**config.mk**
```make
export PLATFORM = sky130hd
export DESIGN_NAME = uart_cmd_responder
export DESIGN_NICKNAME = d
export VERILOG_FILES = /design/src/rtl/uart_resp_pkg.sv /design/src/rtl/uart_cmd_responder.sv
export SDC_FILE = /design/constraint.sdc
export NUM_CORES = 1
export LEC_CHECK = 0
export CAP_MARGIN = 20
export CORE_MARGIN = 2
export CORE_UTILIZATION = 45
export CTS_BUF_LIST = sky130_fd_sc_hd__clkbuf_16
export CTS_CLUSTER_SIZE = 10
export DETAILED_ROUTE_END_ITERATION = 6
export DONT_BUFFER_PORTS = 1
export PLACE_DENSITY = 0.57
export SYNTH_ARGS = -nofsm -noshare
export SYNTH_HDL_FRONTEND = slang
export SYNTH_SLANG_ARGS = --single-unit
```
**constraint.sdc**
```tcl
create_clock -name clk_int -period 3.34 [get_ports clk_int]
set_input_delay 0.334 -clock clk_int [delete_from_list [all_inputs] [get_ports clk_int]]
set_output_delay 0.334 -clock clk_int [all_outputs]
set_load 0.05 [all_outputs]
```
**src/rtl/uart_resp_pkg.sv**
```systemverilog
// Shared command/response codes and FSM state type for the UART command responder.
package uart_resp_pkg;

  localparam logic [7:0] CMD_WRITE = 8'h01;
  localparam logic [7:0] CMD_READ  = 8'h02;
  localparam logic [7:0] CMD_COUNT = 8'h0A;

  localparam logic [7:0] RESP_ACK  = 8'h06;
  localparam logic [7:0] RESP_NAK  = 8'h15;

  typedef enum logic [2:0] {
    ST_IDLE      = 3'd0,
    ST_WAIT_DATA = 3'd1,
    ST_REQ       = 3'd2,
    ST_WAIT_BUSY = 3'd3,
    ST_WAIT_DONE = 3'd4
  } state_t;

  // Saturating 8-bit increment for the error counter.
  function automatic logic [7:0] sat_inc8(input logic [7:0] v);
    return (v == 8'hFF) ? v : v + 8'd1;
  endfunction

endpackage

```
**src/rtl/uart_cmd_responder.sv**
```systemverilog
// Single-byte command responder: decodes commands from the UART receive side,
// maintains scratch/count registers, and returns one response byte per command
// through the transmitter's start/ready handshake.
//
// state        | meaning
// -------------+-----------------------------------------------------------
// ST_IDLE      | waiting for a command byte
// ST_WAIT_DATA | WRITE received, waiting for its data byte (with timeout)
// ST_REQ       | tx_start high, waiting for the transmitter to accept
// ST_WAIT_BUSY | transfer accepted, waiting for tx_ready to return high
// ST_WAIT_DONE | one-cycle pass-through back to idle, kept for debug visibility
module uart_cmd_responder
  import uart_resp_pkg::*;
#(
  parameter int TIMEOUT_CYCLES = 10000
) (
  input  logic       clk_int,
  input  logic       uart_reset,
  input  logic [7:0] rx_byte,
  input  logic       rx_valid,
  input  logic       tx_ready,
  output logic [7:0] tx_byte,
  output logic       tx_start,
  output logic [7:0] scratch,
  output logic [7:0] cmd_count,
  output logic [7:0] err_count,
  output logic       overrun
);

  // A single-cycle timeout still needs a 1-bit counter to keep widths legal.
  localparam int TW = (TIMEOUT_CYCLES > 1) ? $clog2(TIMEOUT_CYCLES) : 1;
  localparam logic [TW-1:0] TMO_LAST = TW'(TIMEOUT_CYCLES - 1);

  state_t        state, state_nxt;
  logic [TW-1:0] tmo_cnt;
  logic          ready_seen;
  logic [7:0]    resp_q, resp_nxt;
  logic [7:0]    scratch_q, cmd_count_q, err_count_q;
  logic          overrun_q;

  logic          load_resp;
  logic          inc_cmd;
  logic          inc_err;
  logic          store_scratch;
  logic          tmo_clr;
  logic          set_overrun;

  // State register.
  always_ff @(posedge clk_int or negedge uart_reset) begin
    if (!uart_reset) state <= ST_IDLE;
    else             state <= state_nxt;
  end

  // Next-state decode plus the per-cycle datapath strobes.
  always_comb begin
    state_nxt     = state;
    resp_nxt      = resp_q;
    load_resp     = 1'b0;
    inc_cmd       = 1'b0;
    inc_err       = 1'b0;
    store_scratch = 1'b0;
    tmo_clr       = 1'b0;
    set_overrun   = 1'b0;
    case (state)
      ST_IDLE: begin
        if (rx_valid) begin
          if (rx_byte == CMD_WRITE) begin
            tmo_clr   = 1'b1;
            state_nxt = ST_WAIT_DATA;
          end else begin
            load_resp = 1'b1;
            state_nxt = ST_REQ;
            case (rx_byte)
              CMD_READ: begin
                resp_nxt = scratch_q;
                inc_cmd  = 1'b1;
              end
              CMD_COUNT: begin
                resp_nxt = cmd_count_q + 8'd1;
                inc_cmd  = 1'b1;
              end
              default: begin
                resp_nxt = RESP_NAK;
                inc_err  = 1'b1;
              end
            endcase
          end
        end
      end
      ST_WAIT_DATA: begin
        // Data arriving in the final timeout cycle takes priority over the NAK.
        if (rx_valid) begin
          store_scratch = 1'b1;
          resp_nxt      = RESP_ACK;
          load_resp     = 1'b1;
          inc_cmd       = 1'b1;
          state_nxt     = ST_REQ;
        end else if (tmo_cnt == TMO_LAST) begin
          resp_nxt  = RESP_NAK;
          load_resp = 1'b1;
          inc_err   = 1'b1;
          state_nxt = ST_REQ;
        end
      end
      ST_REQ: begin
        set_overrun = rx_valid;
        // Accept only a low tx_ready that follows a high one seen in this state.
        if (ready_seen && !tx_ready) state_nxt = ST_WAIT_BUSY;
      end
      ST_WAIT_BUSY: begin
        set_overrun = rx_valid;
        if (tx_ready) state_nxt = ST_WAIT_DONE;
      end
      ST_WAIT_DONE: begin
        set_overrun = rx_valid;
        state_nxt   = ST_IDLE;
      end
      default: state_nxt = ST_IDLE;
    endcase
  end

  // Tracks whether tx_ready has been high during the current request.
  always_ff @(posedge clk_int or negedge uart_reset) begin
    if (!uart_reset)          ready_seen <= 1'b0;
    else if (state != ST_REQ) ready_seen <= 1'b0;
    else if (tx_ready)        ready_seen <= 1'b1;
  end

  // WRITE data timeout counter; restarts on entry to WAIT_DATA.
  always_ff @(posedge clk_int or negedge uart_reset) begin
    if (!uart_reset) begin
      tmo_cnt <= '0;
    end else if (tmo_clr) begin
      tmo_cnt <= '0;
    end else if (state == ST_WAIT_DATA && tmo_cnt != TMO_LAST) begin
      tmo_cnt <= tmo_cnt + 1'b1;
    end
  end

  // Response byte, scratch register, counters and sticky overrun flag.
  always_ff @(posedge clk_int or negedge uart_reset) begin
    if (!uart_reset) begin
      resp_q      <= 8'h00;
      scratch_q   <= 8'h00;
      cmd_count_q <= 8'h00;
      err_count_q <= 8'h00;
      overrun_q   <= 1'b0;
    end else begin
      if (load_resp)     resp_q      <= resp_nxt;
      if (store_scratch) scratch_q   <= rx_byte;
      if (inc_cmd)       cmd_count_q <= cmd_count_q + 8'd1;
      if (inc_err)       err_count_q <= sat_inc8(err_count_q);
      if (set_overrun)   overrun_q   <= 1'b1;
    end
  end

  assign tx_start  = (state == ST_REQ);
  assign tx_byte   = resp_q;
  assign scratch   = scratch_q;
  assign cmd_count = cmd_count_q;
  assign err_count = err_count_q;
  assign overrun   = overrun_q;

endmodule

```
==> summary by stage, run 1 <==
Status
The flow ran to the end, and the final reports show no timing, DRC or antenna violations.

Route
The iteration-0 DRC count of the detailed router is 68. Wires add up to 5.02 mm. The detailed-route wire length per cell is 15.3 um. Across all layers, the routed design uses 1,772 vias. After detailed routing, the number of remaining DRC violations is 0. The via count normalized by instance count is 5.40.

The first detailed-routing pass took 4 iterations. The count of nets left with antenna violations once routing finished came out at 0.

Clock network
The buffer levels on the longest clock path is 2. The number of resized instances in the post-cts repair step is 0. The clock transition at the registers of the reported paths is 60 ps. The CTS tree is done. Buffers added to address setup during post-CTS repair amount to 0.

The number of buffers created by CTS is 5. The clock root buffer master is sky130_fd_sc_hd__clkbuf_16. The number of hold buffers added after CTS is 2.

The number of levels the H-tree was split into is 2. The later pin in the worst-skew pair is clocked with a latency of 280 ps. Counting every sink on the clock net gives 51.

GRT
Entering global routing, the biggest net connects 52 pins. The met1 demand-to-capacity share in global routing is 23.9%. The global-route total usage across every layer is 17.5%.

The global-route wire length before repair is 8.82 mm. The busiest layer in global routing is met2. The number of antenna violations at the first check in global routing is 0. The remaining global-route overflow is 0.

Global routing consumed, on the met2 layer, 26.6% of the routing resources. The number of global-route vias before repair was 1,764. The fraction of met3 tracks used by global routing is 6.33%.

Layout
The signed area change from the synthesized netlist to the final layout is 9.37%. The number of standard cells in the layout, taps in and fillers out is 328. The number of antenna diodes in the final layout is 0. The library cell used most frequently in the layout, excluding fill and tap cells, is sky130_fd_sc_hd__dfrtp_1. At the end of the flow, the number of nets in the layout was 271. Cells with a size suffix above 1 make up 10.9% of the layout.

Once layout is complete, the utilization of the core stands at 51.2%. The top cell types in the final layout, fill and taps aside, are sky130_fd_sc_hd__dfrtp_1 (51), sky130_fd_sc_hd__nor2_1 (28), sky130_fd_sc_hd__nand2_1 (22).

Floorplanning
From bottom edge to top edge, the die measures 79.7 um. The starting density of the core is 46.8%. The core region is 5510 um^2. The floorplan die area is 6350 um^2. Measured along the x axis, the die boundary spans 79.7 um. The floorplan has 27 rows. 46 I/O pins were placed.

Pwr
The leakage power figure is 1.16 nW. The power density over cell area is 851 nW/um^2. The maximum vdd ir drop is 0.000548 V.

Place
The wire-length estimate of the detail-placed layout is 3.66 mm. The count of placed standard cells including taps is 319. The placer's final routability congestion estimate is 0.793. The number of port buffers is 0.

Worst setup path
The critical path in this run is classified as reg -> reg. The count of buffer and inverter cells on the critical path is 0. On the critical path the largest part of the delay comes from simple AND/OR/NAND/NOR gates. Data arrives at the worst endpoint at 2420 ps. STA classifies the critical path endpoint as a flop. The critical path goes through or3b_1, or4_1, or3_1, a21oi_1. The largest single stage delay on the critical path is 600 ps. The startpoint kind of the worst setup timing path is a flop. The setup check on the worst reg-to-reg path leaves a slack of 1120 ps.

The worst endpoint required time is 3550 ps. The maximum net fanout on the critical path is 16. The slowest library cell on the worst path is sky130_fd_sc_hd__dfrtp_1.

Timing
The final count of hold timing violations is 0. The clock period minus worst slack is 2220 ps. The final-report max-slew violation count is 0. In this run the tightest slew margin relative to its limit is 36.5%.

Setup violations remaining at the end of the flow were counted as 0. The accumulated negative setup slack is 0 ps. Setup repair after global routing left no endpoint under its margin. The worst path uses 66.4% of the clock period. The worst clock skew on the final layout is 3.90 ps. The measured slew at the worst slew-check pin is 949 ps. The highest attainable clock frequency is 451 MHz.

Synth
In this run, synthesis produced a sequential element count of 51. A synthesized cell averages 10.2 um^2. The async set or reset register ratio after synthesis is 100%. The number of different library cells used by synthesis comes to 46. The sequential-to-total area share from yosys stat is 49.5%.

The number of nets in the synthesized netlist is 268. The cell area after synthesis is 2580 um^2. The number of flops mapped to enable cells by yosys is 0. The number of synthesis warnings is 0. The predominant post-synthesis flop cell is sky130_fd_sc_hd__dfrtp_1. Synthesis produced a netlist whose cell count is 253.

Job
The max-capacitance violation count is 0.

Worst hold path
The worst min-delay path category is in -> reg.
[cell usage after synthesis, drive strengths merged, types with 2 or more instances]
library cell  number  share of area (%)
nand3             11                2.1
ha                 3                1.5
a21oi             13                2.5
o21a               2               0.58
and3               3               0.73
o21ai             10                1.9
a22o               4                1.4
inv                8                1.2
nor3              13                2.5
xor2              17                5.8
or4b               2               0.92
a22oi              2               0.78
nor2              29                4.3
and2               2               0.53
nor4               5                1.8
clkbuf             6               0.87
or3b               2               0.68
mux2i              2               0.78
nor3b              3               0.87
a31oi              2               0.49
dfrtp             51                 50
nand4              2               0.49
mux2              11                4.8
xnor2             13                4.4
nand2             22                3.2
or3                3               0.78
[kinds of logic (layout without fill, tap and decap cells)]
logic type               Yosys count  after routing  share of synthesized area (%)
AND/OR/NAND/NOR                  102            102                           20.7
flip-flops                        51             51                           49.5
AO/OA/AOI/OAI                     39             39                           10.3
XOR/XNOR                          30             30                           10.2
buffers and inverters             15             18                           2.23
multiplexers                      13             13                           5.59
adder cells (fa/ha/maj)            3              3                           1.46
[where the power goes]
part / internal (mW) / total (mW) / switching, mW
clock network: 0.269 / 0.475 / 0.205
logic: 0.249 / 0.572 / 0.324
registers: 0.796 / 1.35 / 0.556
total: 1.31 / 2.40 / 1.08
[state kept, by name, indices dropped and copies added, names as in the netlist]
| register | flops |
|---|---|
| state | 3 |
| overrun | 1 |
| tx_byte | 8 |
| ready_seen | 1 |
| err_count | 8 |
| cmd_count | 8 |
| scratch | 8 |
| tmo_cnt | 14 |
[path summary, 6_finish.rpt]
check / cells past startpoint / start / to
worst max-delay path: 4 / state[0] / tmo_cnt[12]
worst min-delay path: 1 / rx_valid / overrun
worst max register to register: 4 / state[0] / tmo_cnt[12]
worst min register to register: 1 / ready_seen / ready_seen
max in group asynchronous: 2 / uart_reset / tmo_cnt[6]
min in group asynchronous: 2 / uart_reset / tmo_cnt[1]
[layer usage]
layer | share of wire, % | up-vias
li1 | - | 890
met1 | 48 | 842
met2 | 45 | 36
met3 | 6.0 | 4
met4 | 1.0 | 0
met5 | 0 | -
[cell type report]
class / count / area (um^2)
inverter: 8 / 30.0
clock inverter: 2 / 8.76
clock buffer: 5 / 125
timing repair buffer: 3 / 45.0
multi-input combinational: 187 / 1240
sequential: 51 / 1280
fill: 520 / 2690
tap: 72 / 90.1
[through the flow]
step / worst slack (ps) / area, um^2 / hold WS (ps) / total power, mW
floorplan: 1290 / 2580 / 38.4 / 1.79
CTS: 1120 / 2820 / 160 / 2.42
detailed placement: 1150 / 2650 / 39.7 / 1.93
global placement: 1180 / 2650 / 39.5 / 1.92
global route: 978 / 2820 / 177 / 2.57
finish: 1120 / 2820 / 167 / 2.40
(Power assumes the default switching activity.)
==> run 2, diff against run 1 <==
Clock period 3.34 ns to 2.25 ns, I/O delays scaled along.
==> run 2 against run 1 <==
  * Clock power is 82% higher
  * Sequential power increased by 30%
  * Sequential share of layout area shrank 3.7 points
  * Die area did not move
  * Global-route usage grew 1.5 points
  * Critical path type unchanged
==> summary by stage, run 2 (synthesized netlist as in run 1, its figures left out) <==
Clock network
The cell sitting at the root of the clock tree is a sky130_fd_sc_hd__clkbuf_16. TritonCTS built the clock tree. The clock latency of the later-clocked register in the worst-skew pair is 290 ps. CTS saw 51 sinks. The number of levels the H-tree was split into is 2. Clock-pin slew was measured on the worst setup and hold paths at 70 ps. Counting along the longest clock path gives a buffer depth of 2. The post-CTS setup repair buffer count is 0. The number of buffers created by CTS is 5.

Timing
The worst clock skew on the final layout is 8.77 ps. The final critical-path setup slack is 66.3 ps. Setup repair after global routing could not meet its margin everywhere. The relative slew slack is 56.4%. The setup violation total in the final timing report is 0. The measured slew at the worst slew-check pin is 647 ps. The final count of hold timing violations is 0. The final-report max-slew violation count is 0. The final critical path takes up 97.1% of the cycle. The clock period minus worst slack is 2180 ps. Static timing analysis puts the maximum clock frequency at 458 MHz.

GRT
The number of global-route vias before repair came to 1,932. The global-route wire length before repair is 9.45 mm. Global routing used 19.1% of the available tracks across all layers. The remaining global-route overflow is 0.

Entering global routing, the biggest net connects 52 pins. The number of antenna violations at the first check in global routing is 0.

Layout
The post-route cell area is 3070 um^2. The final antenna diode count is 0. The number of flip-flops under the largest register name is 14.

The signed area change from the synthesized netlist to the final layout is 19.0%. More flip-flops sit in one register than any other, and that register is tmo_cnt. The library cells used most frequently in the layout, excluding fill and tap cells, are sky130_fd_sc_hd__dfrtp_1 (51), sky130_fd_sc_hd__buf_4 (29), sky130_fd_sc_hd__nor2_1 (27). The most frequent standard cell in the layout excluding fill and tap cells is sky130_fd_sc_hd__dfrtp_1. In the final design database the tool counted 299 nets. Cells with a size suffix above 1 make up 20.7% of the layout. The number of standard cells in the layout, taps in and fillers out is 357.

Route
For this block, the via count after detailed routing is 1,943. The remaining routing DRC violations is 0. The remaining antenna violation count after routing is 0. The detailed-route wire length per cell is 15.3 um. The via count normalized by instance count is 5.44. The detailed-route wire length is 5.48 mm. The detailed-routing iteration count for the pre-antenna-repair pass is 4. The iteration-0 DRC count of the detailed router is 47.

Worst setup path
At the worst endpoint, the required time is 2420 ps. The setup path with the least slack is of type reg -> reg. In this run the critical register-to-register path is captured at err_count[1]. In this run the worst setup path begins at tmo_cnt[6].

Data on the critical path arrives at its endpoint at 2360 ps. Across all register-to-register paths, the minimum setup slack is 70 ps. The critical path capture point type is a flop.

The startpoint kind of the worst setup timing path is a flop. The worst flop-to-flop path startpoint is tmo_cnt[6]. The critical path capture point is err_count[1]. The maximum net fanout on the critical path is 7.

Counting cells, the worst reg-to-reg path comes to 5.

Place
The worst slack after detailed placement is 55.7 ps. During placement, the flow inserted port buffers numbering 0. The congestion estimate from routability-driven global placement came to 0.775. Once placement finished, the instance area stood at 2860 um^2.

Including well taps, the total number of placed cells is 347. The half-perimeter wire length after detailed placement is 3.93 mm.

Pwr
The total power of the final layout is 3.92 mW. The analysis attributes to cell leakage a power of 1.32 nW. The power density over cell area is 1280 nW/um^2. The maximum vdd ir drop is 0.000734 V.

Worst hold path
The worst min-delay path category is in -> reg. The worst hold path depth is 1.

Floorplanning
From bottom edge to top edge, the die measures 79.7 um. The floorplan row count is 27. The die is 79.7 um wide. For this configuration, the core starts out at a cell density of 46.8%. The floorplan die area is 6350 um^2. Pin placement for this block handled 46 I/O pins.

The placeable core area is 5510 um^2.

Job
The max-capacitance violation count is 0.

Status
The run finished with clean final reports.
[run 2: cell count changes in the layout (fill, tap and decap cells not counted), sizes merged]
cell    before  now
buf          2   30
bufinv       0    1
[run 2: worst min-delay path by stage]
stage	start	to	slack (ps)
after global placement	uart_reset	tmo_cnt[10]	-70
after detailed placement	uart_reset	tmo_cnt[10]	-70
after CTS	rx_valid	overrun	50
final	rx_valid	overrun	50
after global routing	rx_valid	overrun	50
after floorplan	uart_reset	cmd_count[0]	-70
[run 2: per-layer routing]
metal	routed length (um)	up-vias	GRT usage, %
met4	66	0	4.66
met3	317	8	6.00
li1	-	949	-
met5	0	-	0
met1	2530	946	26.4
met2	2560	40	29.2
[run 2: final cells by class]
cell class	instances	area (um^2)
timing repair buffer	31	255
sequential	51	1280
tap	72	90.1
clock buffer	5	125
fill	515	2440
multi-input combinational	187	1240
clock inverter	3	43.8
inverter	8	30.0
[run 2: through the flow]
step	hold WS [ps]	setup TNS, ps	utilization, %
floorplan	-70.6	0	-
global placement	-69.2	0	51.9
detailed placement	-69.1	0	51.9
CTS	49.4	0	55.6
global route	53.9	-58.0	55.7
finish	54.2	0	55.7
[run 2: timing repair]
item                                   CTS  global route
hold buffers                             2             0
gates resized for setup                  0             1
endpoints found under the hold margin   51             0
setup endpoints to repair                0             3
[run 2: power breakdown]
| part | total [mW] | internal [mW] | switching (mW) |
|---|---|---|---|
| clock | 0.863 | 0.525 | 0.338 |
| sequential | 1.75 | 1.19 | 0.564 |
| combinational | 1.31 | 0.525 | 0.782 |
[run 2: worst max-delay path, cell delays in order (launching register included)]
cell                      delay, ps
sky130_fd_sc_hd__dfrtp_1        410
sky130_fd_sc_hd__or4b_4         590
sky130_fd_sc_hd__nor4_4         360
sky130_fd_sc_hd__a22oi_2        180
sky130_fd_sc_hd__nor2_2         180
sky130_fd_sc_hd__mux2_2         340
